--- src/rtl/clk_gate_ctrl.sv ---
// rtl/clk_gate_ctrl.sv - per-domain ICG enable sequencer: ON, idle hysteresis, quiesce, gate off, timed wake
module clk_gate_ctrl #(
  parameter int N_DOM    = 4,
  parameter int IDLE_CYC = 16,
  parameter int WAKE_CYC = 2
) (
  input  logic             clk,
  input  logic             rst_n,
  input  logic             test_en,
  input  logic [N_DOM-1:0] gate_allow,
  input  logic [N_DOM-1:0] dom_busy,
  input  logic [N_DOM-1:0] wake_req,
  input  logic [N_DOM-1:0] quiesce_ack,
  output logic [N_DOM-1:0] quiesce_req,
  output logic [N_DOM-1:0] icg_en,
  output logic [N_DOM-1:0] dom_ready
);

  localparam int CNT_W = $clog2(IDLE_CYC + 1);
  localparam logic [CNT_W-1:0] IDLE_LAST = CNT_W'(IDLE_CYC - 1);
  localparam logic [CNT_W-1:0] WAKE_LAST = CNT_W'(WAKE_CYC - 1);

  typedef enum logic [1:0] {ST_ON, ST_DRAIN, ST_OFF, ST_WAKE} state_e;

  state_e           state_q [N_DOM];
  state_e           state_d [N_DOM];
  logic [CNT_W-1:0] cnt_q   [N_DOM];
  logic [CNT_W-1:0] cnt_d   [N_DOM];
  logic [N_DOM-1:0] idle;
  logic [N_DOM-1:0] icg_en_q, dom_ready_q, quiesce_req_q;

  assign idle = gate_allow & ~dom_busy & ~wake_req & {N_DOM{~test_en}};

  always_comb begin
    for (int i = 0; i < N_DOM; i++) begin
      state_d[i] = state_q[i];
      cnt_d[i]   = cnt_q[i];
      unique case (state_q[i])
        ST_ON: begin
          if (!idle[i]) begin
            cnt_d[i] = '0;
          end else if (cnt_q[i] == IDLE_LAST) begin
            state_d[i] = ST_DRAIN;
            cnt_d[i]   = '0;
          end else if (cnt_q[i] != '1) begin
            cnt_d[i] = cnt_q[i] + 1'b1;
          end
        end
        ST_DRAIN: begin
          // Loss of idleness outranks an ack arriving on the same edge.
          cnt_d[i] = '0;
          if (!idle[i])             state_d[i] = ST_ON;
          else if (quiesce_ack[i])  state_d[i] = ST_OFF;
        end
        ST_OFF: begin
          cnt_d[i] = '0;
          if (wake_req[i] | dom_busy[i] | ~gate_allow[i] | test_en) state_d[i] = ST_WAKE;
        end
        ST_WAKE: begin
          if (cnt_q[i] == WAKE_LAST) begin
            state_d[i] = ST_ON;
            cnt_d[i]   = '0;
          end else begin
            cnt_d[i] = cnt_q[i] + 1'b1;
          end
        end
        default: begin
          state_d[i] = ST_ON;
          cnt_d[i]   = '0;
        end
      endcase
    end
  end

  always_ff @(posedge clk or negedge rst_n) begin
    if (!rst_n) begin
      for (int i = 0; i < N_DOM; i++) begin
        state_q[i] <= ST_ON;
        cnt_q[i]   <= '0;
      end
      icg_en_q      <= '1;
      dom_ready_q   <= '1;
      quiesce_req_q <= '0;
    end else begin
      // Outputs decode the next state so they line up with the state register.
      for (int i = 0; i < N_DOM; i++) begin
        state_q[i]       <= state_d[i];
        cnt_q[i]         <= cnt_d[i];
        icg_en_q[i]      <= (state_d[i] != ST_OFF);
        dom_ready_q[i]   <= (state_d[i] == ST_ON);
        quiesce_req_q[i] <= (state_d[i] == ST_DRAIN);
      end
    end
  end

  assign icg_en      = icg_en_q;
  assign dom_ready   = dom_ready_q;
  assign quiesce_req = quiesce_req_q;

endmodule

--- config.mk ---
export PLATFORM = sky130hd
export DESIGN_NAME = clk_gate_ctrl
export DESIGN_NICKNAME = d
export VERILOG_FILES = /design/src/rtl/clk_gate_ctrl.sv
export SDC_FILE = /design/constraint.sdc
export NUM_CORES = 1
export LEC_CHECK = 0
export ABC_AREA = 1
export CAP_MARGIN = 20
export CORE_UTILIZATION = 30
export CTS_CLUSTER_DIAMETER = 100
export DETAILED_ROUTE_END_ITERATION = 6
export PLACE_DENSITY = 0.56
export SYNTH_ARGS = -nofsm -noshare
export SYNTH_HDL_FRONTEND = slang
export SYNTH_SLANG_ARGS = --single-unit
--- constraint.sdc ---
create_clock -name clk -period 2.1 [get_ports clk]
set_input_delay 0.315 -clock clk [delete_from_list [all_inputs] [get_ports clk]]
set_output_delay 0.315 -clock clk [all_outputs]
set_load 0.01 [all_outputs]
==> out/qor.yml, run 1 <==
dp_hpwl_um: 4040
postPlaceCellArea_um2: 3080
wl_per_cell_um: 10.8
io_pins: 31
cts.path.max_buffers: 2
syn_nets: 391
globalRouteMet3Util_pct: 2.76
synth_cell_types: 24
drt_iter0_drc: 139
crit_required_ns: 2.29
synth_warnings: 0
start_util_pct: 31.6
cts_root_buffer: "clkbuf_8"
swShare_pct: 27.9
cts_resized: 0
cp_slowest_stage_delay_ns: 0.43
setup_viol: 0
gr-usage-all-layers_pct: 13.2
syn_area_um2: 2650
seqPwrFrac_pct: 46.3
setup-tns-final_ns: 0
relSlewSlack_pct: 65.4
clk_pin_slew_ns: 0.09
path_delay_family: "adder cells"
num_vias: 2273
syn_area_per_cell_um2: 7.53
placedCellCount: 488
endpoint_kind: "flip-flop"
comb_power_share_pct: 17.8
setup_slack_ns: 0.375
met1_usage_pct: 17.1
fin_skew_ns: 0.0117
overflow: 0
rows: 33
worst_ep_arrival_time_ns: 1.92
wirelength_um: 5340
fillers: 869
cts_tree: "done"
crit_fanout: 6
insertion_delay_ns: 0.29
hold_violations: 0
register_area_um2: 1010
fin_crit_ns: 1.73
syn2layout_area_growth_pct: 21.0
use_met2_pct: 22.2
layout.cells.non_filler: 496
grt_pass1_vias: 2155
worstMarginPinSlew_ns: 0.519
p_switching_mw: 0.526
drt-vias-per-instance: 4.58
min-delay-path-class: "in -> async"
fin_crit_sh_pct: 82.2
status: "finished, final reports clean"
h-tree-depth: 2
dp_slack_ns: 0.402
dr.pass1.iters: 4
fmax_mhz: 580
slew_violations: 0
antenna_cells: 0
cp_slowest_cell: "dfrtp_1"
fp.dieW_um: 96.0
cp_cell_sequence: "ha_1, nand3_1, inv_1, ha_1, inv_1, nand3_4, clkinv_2, nor2_1, nand2_1, nand2_1"
antenna_found_initial: 0
grt_busiest_layer: "met2"
yosysSeqAreaShare_pct: 38.1
cts_setup_buffers: 0
hold_buffers: 0
nNetsFinal: 429
gp_congestion: 0.847
drc: 0
coreArea_um2: 8380
layout-drive-gt1-share_pct: 10.2
hold_ws_ns: 0.0716
p_leak_nw: 1.64
drtAntennaViolNets: 0
dieArea_um2: 9210
rsz0062_at_grt: "false"
path_class: "reg -> reg"
max-vdd-ir-drop_v: 0.000523
grt_max_degree: 41
cts_made_buffers: 5
final_area_um2: 3210
maxCapViolCount: 0
p_int_mw: 1.36
pwr-share-clk_pct: 35.9
grt_pass1_wl_um: 9470
cp_num_buf_inv: 3
cts.sinks: 40
syn_inst: 352
start_kind: "flip-flop"
multi_input_area_um2: 1410
die_h_um: 96.0
power_density_nw_per_um2: 589
ys_ff_latch: 40
io_buffers: 30
-- per-layer routing --
metal | up-vias | share of wire [%]
met2 | 43 | 46
met3 | 7 | 4.2
met5 | - | 0
li1 | 1183 | -
met1 | 1040 | 49
met4 | 0 | 1.0
-- state kept, by name, summed over array words and instances (netlist names) --
| name | cells |
|---|---|
| cnt_q | 20 |
| state_q | 8 |
| dom_ready | 4 |
| icg_en | 4 |
| quiesce_req | 4 |
-- power by group through the flow --
stage | registers [mW] | clock network, mW | logic [mW]
finish | 0.873 | 0.678 | 0.337
global route | 0.880 | 0.733 | 0.380
CTS | 0.874 | 0.701 | 0.341
detailed placement | 0.886 | 0 | 0.339
global placement | 0.886 | 0 | 0.337
floorplan | 0.895 | 0 | 0.172
-- worst register-to-register path, delay by kind of cell (launching register included) --
kind          cells  cell delay, ns
flops             1            0.43
simple gates      5            0.38
fa+ha+maj         2            0.47
buf+inv           3            0.33
-- stage by stage --
| step | total power, mW | util, % |
|---|---|---|
| floorplan | 1.07 | - |
| global placement | 1.22 | 36.8 |
| detailed placement | 1.23 | 36.8 |
| CTS | 1.92 | 38.2 |
| global route | 1.99 | 38.2 |
| finish | 1.89 | 38.2 |
-- worst paths after layout --
check	slack, ns	cells after the start	to	start
worst max-delay path	0.37	10	cnt_q[16]	cnt_q[15]
worst max register to register	0.37	10	cnt_q[16]	cnt_q[15]
min in group clk	0.52	2	cnt_q[16]	cnt_q[16]
max in group asynchronous	1.65	2	icg_en[2]	rst_n
worst min register to register	0.52	2	cnt_q[16]	cnt_q[16]
worst min-delay path	0.07	2	state_q[6]	rst_n
-- Yosys cell counts, drive strengths merged --
| master | instances | area (µm²) |
|---|---|---|
| nor2 | 46 | 248 |
| nor3 | 4 | 31.3 |
| dfrtp | 32 | 801 |
| inv | 59 | 224 |
| nand4 | 8 | 50.1 |
| nand3b | 5 | 37.5 |
| clkinv | 1 | 5.00 |
| ha | 20 | 250 |
| a21oi | 9 | 45.0 |
| dfstp | 8 | 210 |
| nand3 | 45 | 263 |
| o21ai | 11 | 62.6 |
| nand2 | 104 | 423 |
-- cells by family after synthesis --
kind of cell | synth area share (%)
adders and majority gates | 9.44
AOI/OAI and AO/OA | 4.06
buffers and inverters | 8.64
DFF | 38.1
and+or+nand+nor | 39.7
-- cell usage in the layout, fill, tap and decap left out, types with 9 or more instances in the layout --
| cell | instances |
|---|---|
| a21oi_1 | 9 |
| clkdlybuf4s50_1 | 29 |
| dfrtp_1 | 32 |
| ha_1 | 20 |
| inv_1 | 55 |
| nand2_1 | 99 |
| nand3_1 | 42 |
| nor2_1 | 40 |
-- area by class of cell --
cell class | count | area share, %
clock buffers | 6 | 2.58
clock inverters | 2 | 1.21
multi-input cells | 252 | 44.0
repair buffers | 31 | 9.45
well taps | 105 | 4.10
flip-flops and latches | 40 | 31.5
inverters | 60 | 7.14
Note: power is estimated with default switching activity, not from simulation.
==> run 2, diff against run 1 <==
==> constraint.sdc (replaced) <==
create_clock -name clk -period 1.8 [get_ports clk]
set_input_delay 0.27 -clock clk [delete_from_list [all_inputs] [get_ports clk]]
set_output_delay 0.27 -clock clk [all_outputs]
set_load 0.01 [all_outputs]
==> out/qor.yml, run 2 (synthesis gave the netlist of run 1 again) <==
wirelength_um: 5340  # about the same
drt_iter0_drc: 89  # -36%
path_class: "reg -> reg"
cp_cell_sequence: "ha_1, nand3_1, inv_1, ha_1, inv_1, nand3_4, clkinv_2, nor2_1, nand2_1, nand2_1"
rsz0062_at_grt: "false"
pwr-share-clk_pct: 29.4  # -6.5 points
coreArea_um2: 8380  # unchanged
cp-startpoint: "cnt_q[15]"
register_area_um2: 1010  # unchanged
endpoint_kind: "flip-flop"
r2r_start: "cnt_q[15]"
swShare_pct: 29.1  # +1.3 points
postPlaceCellArea_um2: 3090  # +0.24%
setup-tns-final_ns: 0  # unchanged
fp.dieW_um: 96.0  # unchanged
final_area_um2: 3210  # +0.23%
dieArea_um2: 9210  # unchanged
comb_power_share_pct: 19.9  # +2.1 points
insertion_delay_ns: 0.29  # about the same
setup_viol: 0  # unchanged
worst_ep_arrival_time_ns: 1.86  # -0.06 ns
grt_max_degree: 17  # -59%
h-tree-depth: 2  # unchanged
min-delay-path-class: "in -> async"
drt-vias-per-instance: 4.53  # -1.0%
p_switching_mw: 0.582  # +11%
cts_root_buffer: "clkbuf_8"
cp_slowest_stage_delay_ns: 0.42  # about the same
fin_skew_ns: 0.00291  # -0.00876 ns
drtAntennaViolNets: 0  # unchanged
antenna_cells: 0  # unchanged
maxCapViolCount: 0  # unchanged
status: "finished, final reports clean"
slew_violations: 0  # unchanged
layout_commonest_cell: "nand2_1"
fin_crit_sh_pct: 93.0  # +11 points
fin_crit_ns: 1.67  # -0.0511 ns
grt_pass1_wl_um: 9470  # unchanged
crit_fanout: 6  # unchanged
p_leak_nw: 1.64  # about the same
layout-drive-gt1-share_pct: 11.4  # +1.1 points
syn2layout_area_growth_pct: 21.2
clk_pin_slew_ns: 0.08  # about the same
seqPwrFrac_pct: 50.6  # +4.3 points
dr.pass1.iters: 4  # unchanged
power_density_nw_per_um2: 622  # +5.5%
cp_slowest_cell: "dfrtp_1"
crit_required_ns: 1.98  # -0.31 ns
worstMarginPinSlew_ns: 0.352  # -0.167 ns
top_regs: "cnt_q: 20 flops, state_q: 8 flops"
start_util_pct: 31.6  # unchanged
die_h_um: 96.0  # unchanged
io_buffers: 30  # unchanged
final_cell_mix: "99 x nand2_1, 55 x inv_1, 42 x nand3_1"
cts.path.max_buffers: 2  # unchanged
start_kind: "flip-flop"
cts_tree: "done"
reg2reg_depth: 10  # unchanged
gp_congestion: 0.816  # -3.7%
grt_pass1_vias: 2217  # +2.9%
nNetsFinal: 434  # +1.2%
fillers: 871  # +0.23%
p_int_mw: 1.42  # +3.9%
num_vias: 2272  # -0.044%
fmax_mhz: 597  # +3.1%
overflow: 0  # unchanged
wl_per_cell_um: 10.7  # -0.92%
max-vdd-ir-drop_v: 0.000416  # -20%
antenna_found_initial: 0  # unchanged
hold_violations: 0  # unchanged
relSlewSlack_pct: 76.6  # +11 points
gr-usage-all-layers_pct: 13.1  # -0.077 points
drc: 0  # unchanged
rows: 33  # unchanged
cts.sinks: 40  # unchanged
top_register: "cnt_q"
dp_hpwl_um: 4110  # +1.7%
largest_register_ffs: 20  # unchanged
multi_input_area_um2: 1420  # +0.53%
cts_made_buffers: 5  # unchanged
io_pins: 31  # unchanged
[run 2: changes by cell type in the layout (fill, tap and decap cells not counted), sizes merged]
| cell | before | now |
|---|---|---|
| buf | 2 | 6 |
| bufinv | 1 | 0 |
| clkbuf | 6 | 7 |
| dlygate4sd3 | 0 | 1 |
[run 2: per-layer routing]
| metal | share of wire (%) | track usage, % | up-vias | wire, µm |
|---|---|---|---|---|
| met2 | 47 | 22.1 | 46 | 2500 |
| li1 | - | - | 1189 | - |
| met5 | 0 | 0 | - | 0 |
| met4 | 0.69 | 3.36 | 0 | 37 |
| met1 | 48 | 16.8 | 1033 | 2590 |
| met3 | 4.0 | 2.92 | 4 | 214 |
[run 2: final timing paths]
kind	endpoint	slack [ns]
worst max-delay path	cnt_q[16]	0.13
worst min-delay path	state_q[6]	0.41
worst max register to register	cnt_q[16]	0.13
worst min register to register	cnt_q[1]	0.52
max in group asynchronous	dom_ready[2]	0.79
min in group clk	cnt_q[1]	0.52
[run 2: final cells by class]
| class | instances | share of cell area, % |
|---|---|---|
| Clock buffer | 7 | 2.38 |
| Clock inverter | 1 | 0.156 |
| Inverter | 60 | 7.13 |
| Multi-Input combinational cell | 252 | 44.1 |
| Sequential cell | 40 | 31.5 |
| Tap cell | 105 | 4.09 |
| Timing Repair Buffer | 36 | 10.7 |
[run 2: repair_timing]
item / CTS / global route
setup buffers: 0 / 3
hold endpoints to repair: 10 / 0
endpoints found under the setup margin: 0 / 9
resized for setup: 0 / 4
hold buffers: 1 / 0
[run 2: power groups by stage]
| stage | clock network [mW] | logic (mW) | registers, mW |
|---|---|---|---|
| floorplan | 0 | 0.201 | 1.04 |
| global placement | 0 | 0.397 | 1.03 |
| detailed placement | 0 | 0.399 | 1.03 |
| CTS | 0.622 | 0.402 | 1.01 |
| global route | 0.663 | 0.454 | 1.02 |
| finish | 0.588 | 0.398 | 1.01 |
[run 2: critical path, delay by kind of cell (launching register included)]
| kind | cells | cell delay [ns] |
|---|---|---|
| and+or+nand+nor | 5 | 0.39 |
| adders and majority gates | 2 | 0.46 |
| buffers and inverters | 3 | 0.31 |
| DFF | 1 | 0.42 |
[run 2: per-stage QoR]
step	worst slack [ns]	util (%)	std cells	hold WS [ns]	power [mW]
final	0.126	38.3	501	0.408	2.00
after detailed placement	0.0822	36.9	489	0.195	1.43
after global routing	0.000304	38.3	501	0.427	2.14
after floorplan	0.264	-	352	-0.0256	1.25
after CTS	0.0604	38.0	498	0.410	2.04
after global placement	0.136	36.9	489	0.200	1.43
==> run 3, diff against run 2 <==
--- a/config.mk
+++ b/config.mk
@@ -11,6 +11,7 @@
 export CTS_CLUSTER_DIAMETER = 100
 export DETAILED_ROUTE_END_ITERATION = 6
 export PLACE_DENSITY = 0.56
+export SLEW_MARGIN = 20
 export SYNTH_ARGS = -nofsm -noshare
 export SYNTH_HDL_FRONTEND = slang
 export SYNTH_SLANG_ARGS = --single-unit
==> results of run 3 <==
The final DEF is identical to that of run 2; final timing and power are the same.
